**src/rtl/fetch_queue.sv**
```systemverilog
// fetch_queue: DEPTH-entry first-word-fall-through queue between the fetch
// stage and decode. Holds {instruction, nextPc} pairs, supports simultaneous
// push/pop when full, and discards everything on a taken-branch flush.
module fetch_queue #(
  parameter int unsigned DEPTH = 4,
  parameter int unsigned CNT_W = 3
) (
  input  logic             clock,
  input  logic             reset,
  input  logic [31:0]      instruction,
  input  logic [31:0]      nextPc,
  input  logic             hit,
  input  logic             flush,
  input  logic             decodeReady,
  output logic [31:0]      outInstruction,
  output logic [31:0]      outPc,
  output logic             outValid,
  output logic             full,
  output logic [CNT_W-1:0] count
);

  localparam int unsigned PTR_W = $clog2(DEPTH);

  logic [PTR_W-1:0] head_q, head_d;
  logic [PTR_W-1:0] tail_q, tail_d;
  logic [CNT_W-1:0] count_q, count_d;
  logic [31:0]      instr_mem_q [DEPTH];
  logic [31:0]      pc_mem_q    [DEPTH];

  logic push;
  logic pop;
  logic empty;

  // Status decodes come only from registered occupancy, never from hit/decodeReady
  assign empty    = (count_q == '0);
  assign full     = (count_q == CNT_W'(DEPTH));
  assign outValid = ~empty;
  assign count    = count_q;

  // Handshake: a pop frees a slot so a full queue may still accept a push
  assign pop  = outValid & decodeReady & ~flush;
  assign push = hit & ~flush & (~full | pop);

  // Head entry falls through; outputs forced to zero when nothing is valid
  assign outInstruction = outValid ? instr_mem_q[head_q] : 32'h0000_0000;
  assign outPc          = outValid ? pc_mem_q[head_q]    : 32'h0000_0000;

  // Next-state for pointers and occupancy; flush overrides all traffic
  always_comb begin
    head_d  = head_q;
    tail_d  = tail_q;
    count_d = count_q;
    if (flush) begin
      head_d  = '0;
      tail_d  = '0;
      count_d = '0;
    end else begin
      if (push) begin
        tail_d = tail_q + PTR_W'(1);
      end
      if (pop) begin
        head_d = head_q + PTR_W'(1);
      end
      case ({push, pop})
        2'b10:   count_d = count_q + CNT_W'(1);
        2'b01:   count_d = count_q - CNT_W'(1);
        default: count_d = count_q;
      endcase
    end
  end

  // Pointer and occupancy registers
  always_ff @(posedge clock or posedge reset) begin
    if (reset) begin
      head_q  <= '0;
      tail_q  <= '0;
      count_q <= '0;
    end else begin
      head_q  <= head_d;
      tail_q  <= tail_d;
      count_q <= count_d;
    end
  end

  // Entry storage, written at the tail on an accepted push
  always_ff @(posedge clock or posedge reset) begin
    if (reset) begin
      for (int i = 0; i < int'(DEPTH); i++) begin
        instr_mem_q[i] <= 32'h0000_0000;
        pc_mem_q[i]    <= 32'h0000_0000;
      end
    end else if (push) begin
      instr_mem_q[tail_q] <= instruction;
      pc_mem_q[tail_q]    <= nextPc;
    end
  end

endmodule

```
**config.mk**
```make
export PLATFORM = sky130hd
export DESIGN_NAME = fetch_queue
export DESIGN_NICKNAME = d
export VERILOG_FILES = /design/src/rtl/fetch_queue.sv
export SDC_FILE = /design/constraint.sdc
export NUM_CORES = 1
export LEC_CHECK = 0
export CAP_MARGIN = 5
export CORE_AREA = 10 10 204 206
export CTS_CLUSTER_DIAMETER = 50
export CTS_CLUSTER_SIZE = 16
export DETAILED_ROUTE_END_ITERATION = 7
export DIE_AREA = 0 0 214 216
export SETUP_SLACK_MARGIN = 0.2
export SYNTH_ARGS = -nofsm -noshare
export SYNTH_HDL_FRONTEND = slang
export SYNTH_SLANG_ARGS = --single-unit
```
**constraint.sdc**
```tcl
create_clock -name clock -period 11.8 [get_ports clock]
set_clock_uncertainty 0.2 [all_clocks]
set_input_delay 2.95 -clock clock [delete_from_list [all_inputs] [get_ports clock]]
set_output_delay 2.95 -clock clock [all_outputs]
set_load 0.02 [all_outputs]
```
# Yosys cells after proc, flatten, opt, wreduce, memory -nomap -nowiden
# Index checks and enable logic that the tools add are counted.
# W data, S select, Z words.
# word_totals
reg_bits	263
out_inout_bits	69
# op_classes
n_addsub	4
n_lt_le_gt_ge	3
eq_ne	3
n_mux	18
bitwise_logic	10
reduce_logical	5
# ops
op	count
$bwmux W128	2
$mux W32	7
$bmux W32 S2	2
$demux W32 S2	1
$mux W2	4
$ge A3 B3 Y1 const B	2
$not A2 Y3	2
$pmux W3 S2	1
$add A2 B1 Y2 const B	2
$and A1 B1 Y1	4
$reduce_bool A2 Y1	2
$add A3 B1 Y3 const B	1
$eq A3 B3 Y1 const B	1
$logic_not A3 Y1	1
$lt A3 B1 Y1 const B	1
$mux W3	1
$not A1 Y1	3
$reduce_bool A3 Y1	1
$sub A3 B1 Y3 const B	1
$eq A2 B1 Y1 const B	1
$eq A2 B2 Y1 const B	1
$logic_and A1 B1 Y1	1
$or A1 B1 Y1	1

# Depth between registers and ports, before layout
# Gate-level depths: netlist of the first run.
# depth
depth_word	9
mapped_depth	7
ltp_nobuf	6

# Least setup slack after synthesis of the first run
# OpenSTA, ideal clock, no wires.
# synth_timing
path_type	input -> register
start	input port hit
end	register count_q[2] (netlist: count[2])
setup_ns	0.082
arrival_ns	4.615
path_slack_ns	6.903
stages	6
cell_sequence	clkbuf_1 nor3_1 fa_1 or3b_2 or3_1 a31oi_1
# synth_via
elab_chain_len	5
word_cells_on_any_way	7
cone_classes	eq/ne (2); mux (2); bitwise (2); reduce/logical (1)
# synth_lines
element	line	source
from (decl)	12	input logic hit,
$and A1 B1 Y1 * (2 in series)	42	assign push = hit & ~flush & (~full | pop);
$eq A2 B1 Y1 / $eq A2 B2 Y1 (equally long branches)	64	case ({push, pop})
$pmux W3 S2	64	
$mux W3	53	if (flush) begin
to (signal assigned)	81	count_q <= count_d;
to (decl)	26	logic [CNT_W-1:0] count_q, count_d;
# Mark *: on every way between the ends. The rest lies on a longest branch, timed or not.
# A chain may end at the register's enable or synchronous reset.

# Worst setup path in the final report of the first run
# layout_timing
start	register head_q[0]
end	output port outInstruction[13]
# layout_via
elab_chain_len	5
# layout_lines
element	line	source
from (decl)	24	logic [PTR_W-1:0] head_q, head_d;
from (signal assigned)	75	head_q <= '0;
from (signal assigned)	79	head_q <= head_d;
$not A2 Y3 (implied by the code)	45	assign outInstruction = outValid ? instr_mem_q[head_q] : 32'h0000_0000;
$bmux W32 S2	45	
$mux W32 (implied by the code) (2 in series)	45	
$mux W32	45	
to (decl)	15	output logic [31:0] outInstruction,
# Every way passes these cells. The select of a mux whose other input is x is not followed.

==> impl_metrics.ini, run 1 <==
[floorplan]
start_util = 0.346
die_area_sq_um = 46200
die_w_microns = 214
io_pins = 138
rows = 71
core_sq_um = 37400
die_h_microns = 216

[cts]
cts_root_buf = clkbuf_16
cts_buffers = 35
cts_tree = built
htreeDepth = 2
hold_buffers = 0
clk_latency_ps = 510
clk_pin_slew_worst_paths_ps = 60
clk_path_buf_depth = 3
cts-resized-gates = 0
cts.sinks = 263
cts_setup_buffers = 0

[timing]
timing.final.crit_share = 0.566
setup_viol = 0
worst_pin_slew_ps = 1120
slew_violations = 0
tns_ps = 0
hold_viol = 0
period_needed_ps = 6670
relSlewSlack = 0.256
rsz0062_at_grt = no
fin_hold_ws_ps = 302
setup_ws_ps = 5130
max_freq_ghz = 0.150

[logic_synthesis]
synthesis.area_sq_um = 12900
yosys_warnings = 0
ys_ff_latch = 263
synth-simple-area-share = 0.0436
synth_top_family_by_area = multiplexers
ys_seq_area_frac = 0.509
synth_adder_area_share = 0.00542
synthMuxAreaShare = 0.387
synth_cells = 746
synth_cell_types = 36
syn_avg_cell_area_sq_um = 17.3
synth_compound_area_frac = 0.00794
synth_fp_nets = 820
synth_xor_xnor_area_share = 0.00271

[worst_setup_path]
rrSetupSlack_ps = 8540
reg2reg_depth = 4
worstReg2RegStart = count[1]
required_ps = 8650
worstSetupPathType = flip-flop to primary output
r2r-end = instr_mem_q[4]
arrival_ps = 3520
cp_max_fo = 37
cp-start-kind = flip-flop
worst_setup_path_end_kind = primary output

[cells_and_area]
final_layout_size_suffix_gt1_frac = 0.446
stdcell_area_sq_um = 15700
final_cells = 1412
antenna_cells = 0
nets = 949
mostFrequentLayoutCell = dfrtp_1
area_growth_pct = 21.2
final_cell_mix = dfrtp_1 (261), mux2_4 (180), clkdlybuf4s50_1 (137), mux2_2 (76), and2_1 (65)

[placed_design]
dp_slack_ps = 5240
placed_area_sq_um = 14500
hpwl_microns = 17300
dp.cells = 1349
io_buffers = 137
gp_congestion = 0.721

[grt]
track_usage = 0.125
grt-ovfl-total = 0
antenna_found_initial = 5
grt_pass1_vias = 7659
grt_max_degree = 151
grt_first_pass_wirelength_microns = 46800

[detailed_routing]
detail-route-antenna-nets = 0
routed_wl_microns = 29100
drt_iter0_drc = 329
viasPerCell = 4.81
dr.pass1.iters = 4
wl_per_cell_microns = 20.6
drc = 0
via_count = 6790

[worst_hold_path]
whs_path_depth = 1
hp-class = flip-flop to flip-flop
hold_end = instr_mem_q[90]
min-delay-start = instr_mem_q[90]

[outcome]
status = finished, final reports clean

[power]
max-vdd-ir-drop_v = 0.0000841
power_density_nw_per_um2 = 211
p_leak_nw = 7.11

[job]
max_cap_violations = 0
sequential cells by signal, summed over array words and instances, names as in the netlist:
name         flops
instr_mem_q    128
head_q           2
count            3
pc_mem_q       128
tail_q           2
cell usage after synthesis, drive strengths merged:
cell type | count | area (sq um)
a211oi | 2 | 15.0
a21oi | 2 | 10.0
a31o | 2 | 17.5
a31oi | 1 | 6.26
and2 | 65 | 407
buf | 38 | 505
clkbuf | 14 | 52.6
dfrtp | 263 | 6580
fa | 1 | 20.0
ha | 4 | 50.1
inv | 4 | 15.0
mux2 | 256 | 3560
mux4 | 64 | 1440
nand2 | 2 | 7.51
nand3 | 6 | 80.1
nor2 | 4 | 15.0
nor2b | 1 | 6.26
nor3 | 1 | 5.00
o2111ai | 2 | 17.5
o211ai | 1 | 7.51
o21ai | 1 | 5.00
o21bai | 1 | 7.51
o311ai | 1 | 8.76
o31ai | 1 | 7.51
or2 | 1 | 6.26
or3 | 2 | 13.8
or3b | 1 | 8.76
or4b | 1 | 13.8
xnor2 | 1 | 8.76
xor2 | 3 | 26.3
per-layer routing:
layer | global-route usage | vias to the layer above | share of wire
met3 | 0.0344 | 38 | 0.053
met1 | 0.181 | 3621 | 0.50
met2 | 0.182 | 136 | 0.44
li1 | - | 2987 | -
met5 | 0 | - | 0.0020
met4 | 0.0293 | 8 | 0.014
critical path, cell delays in order, from the launching register on:
cell and delay, ps:
dfrtp_4 840, buf_4 770, mux4_2 590, and2_1 220, clkdlybuf4s50_1 560
worst max-delay path by stage:
stage / from / endpoint / cells past startpoint
floorplan: reset / count[0] / 1
global placement: hit / pc_mem_q[114] / 5
detailed placement: hit / pc_mem_q[111] / 5
CTS: head_q[0] / outPc[16] / 4
global route: head_q[0] / outInstruction[9] / 4
finish: head_q[0] / outInstruction[13] / 4
metrics by stage:
step                      power (mW)  utilization
after floorplan                 1.96            -
after global placement          2.22        0.387
after detailed placement        2.24        0.387
after CTS                       3.35        0.419
after global routing            3.47        0.419
final                           3.30        0.419
area by class of cell:
cell class	instances	area (sq um)
timing repair buffer	144	1440
fill	3359	21700
inverter	4	22.5
multi-input combinational	427	5770
tap	511	639
clock inverter	23	258
clock buffer	40	946
sequential	263	6590
report_power, final:
| part | internal (mW) | leakage [nW] | switching, mW | total, mW |
|---|---|---|---|---|
| Clock | 0.655 | 0.583 | 0.427 | 1.08 |
| Sequential | 1.17 | 3.29 | 0.159 | 1.33 |
| Combinational | 0.580 | 3.23 | 0.310 | 0.890 |
| Total | 2.40 | 7.11 | 0.895 | 3.30 |
cell families after synthesis:
kind of cell / after synthesis
AO/OA/AOI/OAI: 14
XOR/XNOR: 4
adder cells (fa/ha/maj): 5
buffers and inverters: 56
flip-flops: 263
multiplexers: 320
AND/OR/NAND/NOR: 84
Power figures use the tool's default switching activity.
==> run 2, diff against run 1 <==
- clock period: 11.8 -> 5.9 ns (I/O delays scaled with it)
==> run 2 against run 1 <==
  * Combinational power up 100%
  * Via count down 1.0%
  * First-iteration DRC count up 12%
  * Largest power group unchanged
==> impl_metrics.ini, run 2 (synthesis gave the netlist of run 1 again) <==
[outcome]
status = finished, final reports clean

[cts]
htreeDepth = 2
cts_buffers = 34
cts_root_buf = clkbuf_16
hold_buffers = 0
cts_setup_buffers = 0
cts-resized-gates = 0
clk_path_buf_depth = 3
cts.sinks = 263
clk_pin_slew_worst_paths_ps = 60
cts_tree = built
clk_latency_ps = 500

[placed_design]
io_buffers = 137
gp_congestion = 0.719
dp.cells = 1360
hpwl_microns = 17200
dp_slack_ps = 1530

[grt]
grt_first_pass_wirelength_microns = 45700
track_usage = 0.122
grt_pass1_vias = 7534
grt_max_degree = 97
grt-ovfl-total = 0
antenna_found_initial = 3

[detailed_routing]
met3_length_microns = 1490
detail-route-antenna-nets = 0
wl_met1_microns = 13800
wl_per_cell_microns = 19.9
viasPerCell = 4.73
drt_iter0_drc = 367
routed_wl_microns = 28200
via_count = 6719
drc = 0
highest_layer = met5
met2_length_microns = 12500
dr.pass1.iters = 4

[worst_setup_path]
cp-start-kind = flip-flop
rrSetupSlack_ps = 3060
slowest_delay_ps = 850
worst_setup_path_end_kind = primary output
cp_max_fo = 31
crit_chain = buf_4 > mux4_2 > and2_1 > clkdlybuf4s50_1
cp_slowest_cell = dfrtp_4
required_ps = 4220
worstSetupPathType = flip-flop to primary output
arrival_ps = 3090

[worst_hold_path]
hp-class = flip-flop to flip-flop

[timing]
rsz0062_at_grt = no
period_needed_ps = 4760
setup_ws_ps = 1140
worst_pin_slew_ps = 1110
relSlewSlack = 0.260
max_freq_ghz = 0.210
setup_viol = 0
slew_violations = 0
hold_viol = 0
timing.final.crit_share = 0.807
tns_ps = 0

[floorplan]
core_sq_um = 37400
start_util = 0.346
die_h_microns = 216
die_area_sq_um = 46200
die_w_microns = 214
io_pins = 138
rows = 71

[power]
p_leak_nw = 7.19
max-vdd-ir-drop_v = 0.000146
power_density_nw_per_um2 = 416

[job]
max_cap_violations = 0

[cells_and_area]
mostFrequentLayoutCell = dfrtp_1
final_cells = 1421
area_growth_pct = 22.3
nets = 959
final_layout_size_suffix_gt1_frac = 0.451
final_cell_mix = dfrtp_1 (261), mux2_4 (180), clkdlybuf4s50_1 (137), mux2_2 (76), and2_1 (65)
antenna_cells = 0
[run 2: changes by cell type in the layout (fill, tap and decap cells not counted), sizes merged]
| cell | before | now |
|---|---|---|
| buf | 7 | 18 |
| clkinv | 9 | 6 |
| inv | 11 | 12 |
[run 2: layer usage]
layer,track usage,vias up
li1,-,3016
met1,0.173,3543
met2,0.180,119
met3,0.0361,35
met4,0.0259,6
met5,0,-
[run 2: path summary, 6_finish.rpt]
check	endpoint	startpoint	depth (start not counted)
max in group asynchronous	instr_mem_q[121]	reset	4
max reg2reg	instr_mem_q[17]	count[0]	4
max	outPc[16]	head_q[0]	4
min	instr_mem_q[6]	instr_mem_q[6]	1
min reg2reg	instr_mem_q[6]	instr_mem_q[6]	1
min in group asynchronous	pc_mem_q[58]	reset	2
[run 2: critical path, delay by kind of cell, from the launching register on]
family / cells / cell delay (ps)
flip-flops: 1 / 850
multiplexers: 1 / 550
AND/OR/NAND/NOR: 1 / 210
buffers and inverters: 2 / 970
[run 2: metrics by stage]
step | power [mW] | area, sq um | util | hold WS (ps)
floorplan | 3.91 | 12900 | - | 274
global placement | 4.45 | 14600 | 0.391 | 282
detailed placement | 4.48 | 14600 | 0.391 | 288
CTS | 6.68 | 15800 | 0.423 | 303
global route | 6.93 | 15800 | 0.423 | 311
finish | 6.57 | 15800 | 0.423 | 302
[run 2: layout make-up]
class	instances	area, sq um
clock buffers	40	947
clock inverters	21	240
fillers	3412	21600
inverters	4	18.8
multi-input cells	427	5770
flip-flops and latches	263	6590
well taps	511	639
repair buffers	155	1610
[run 2: power breakdown]
part / internal [mW] / switching (mW)
clock: 1.31 / 0.833
sequential: 2.34 / 0.311
combinational: 1.17 / 0.612
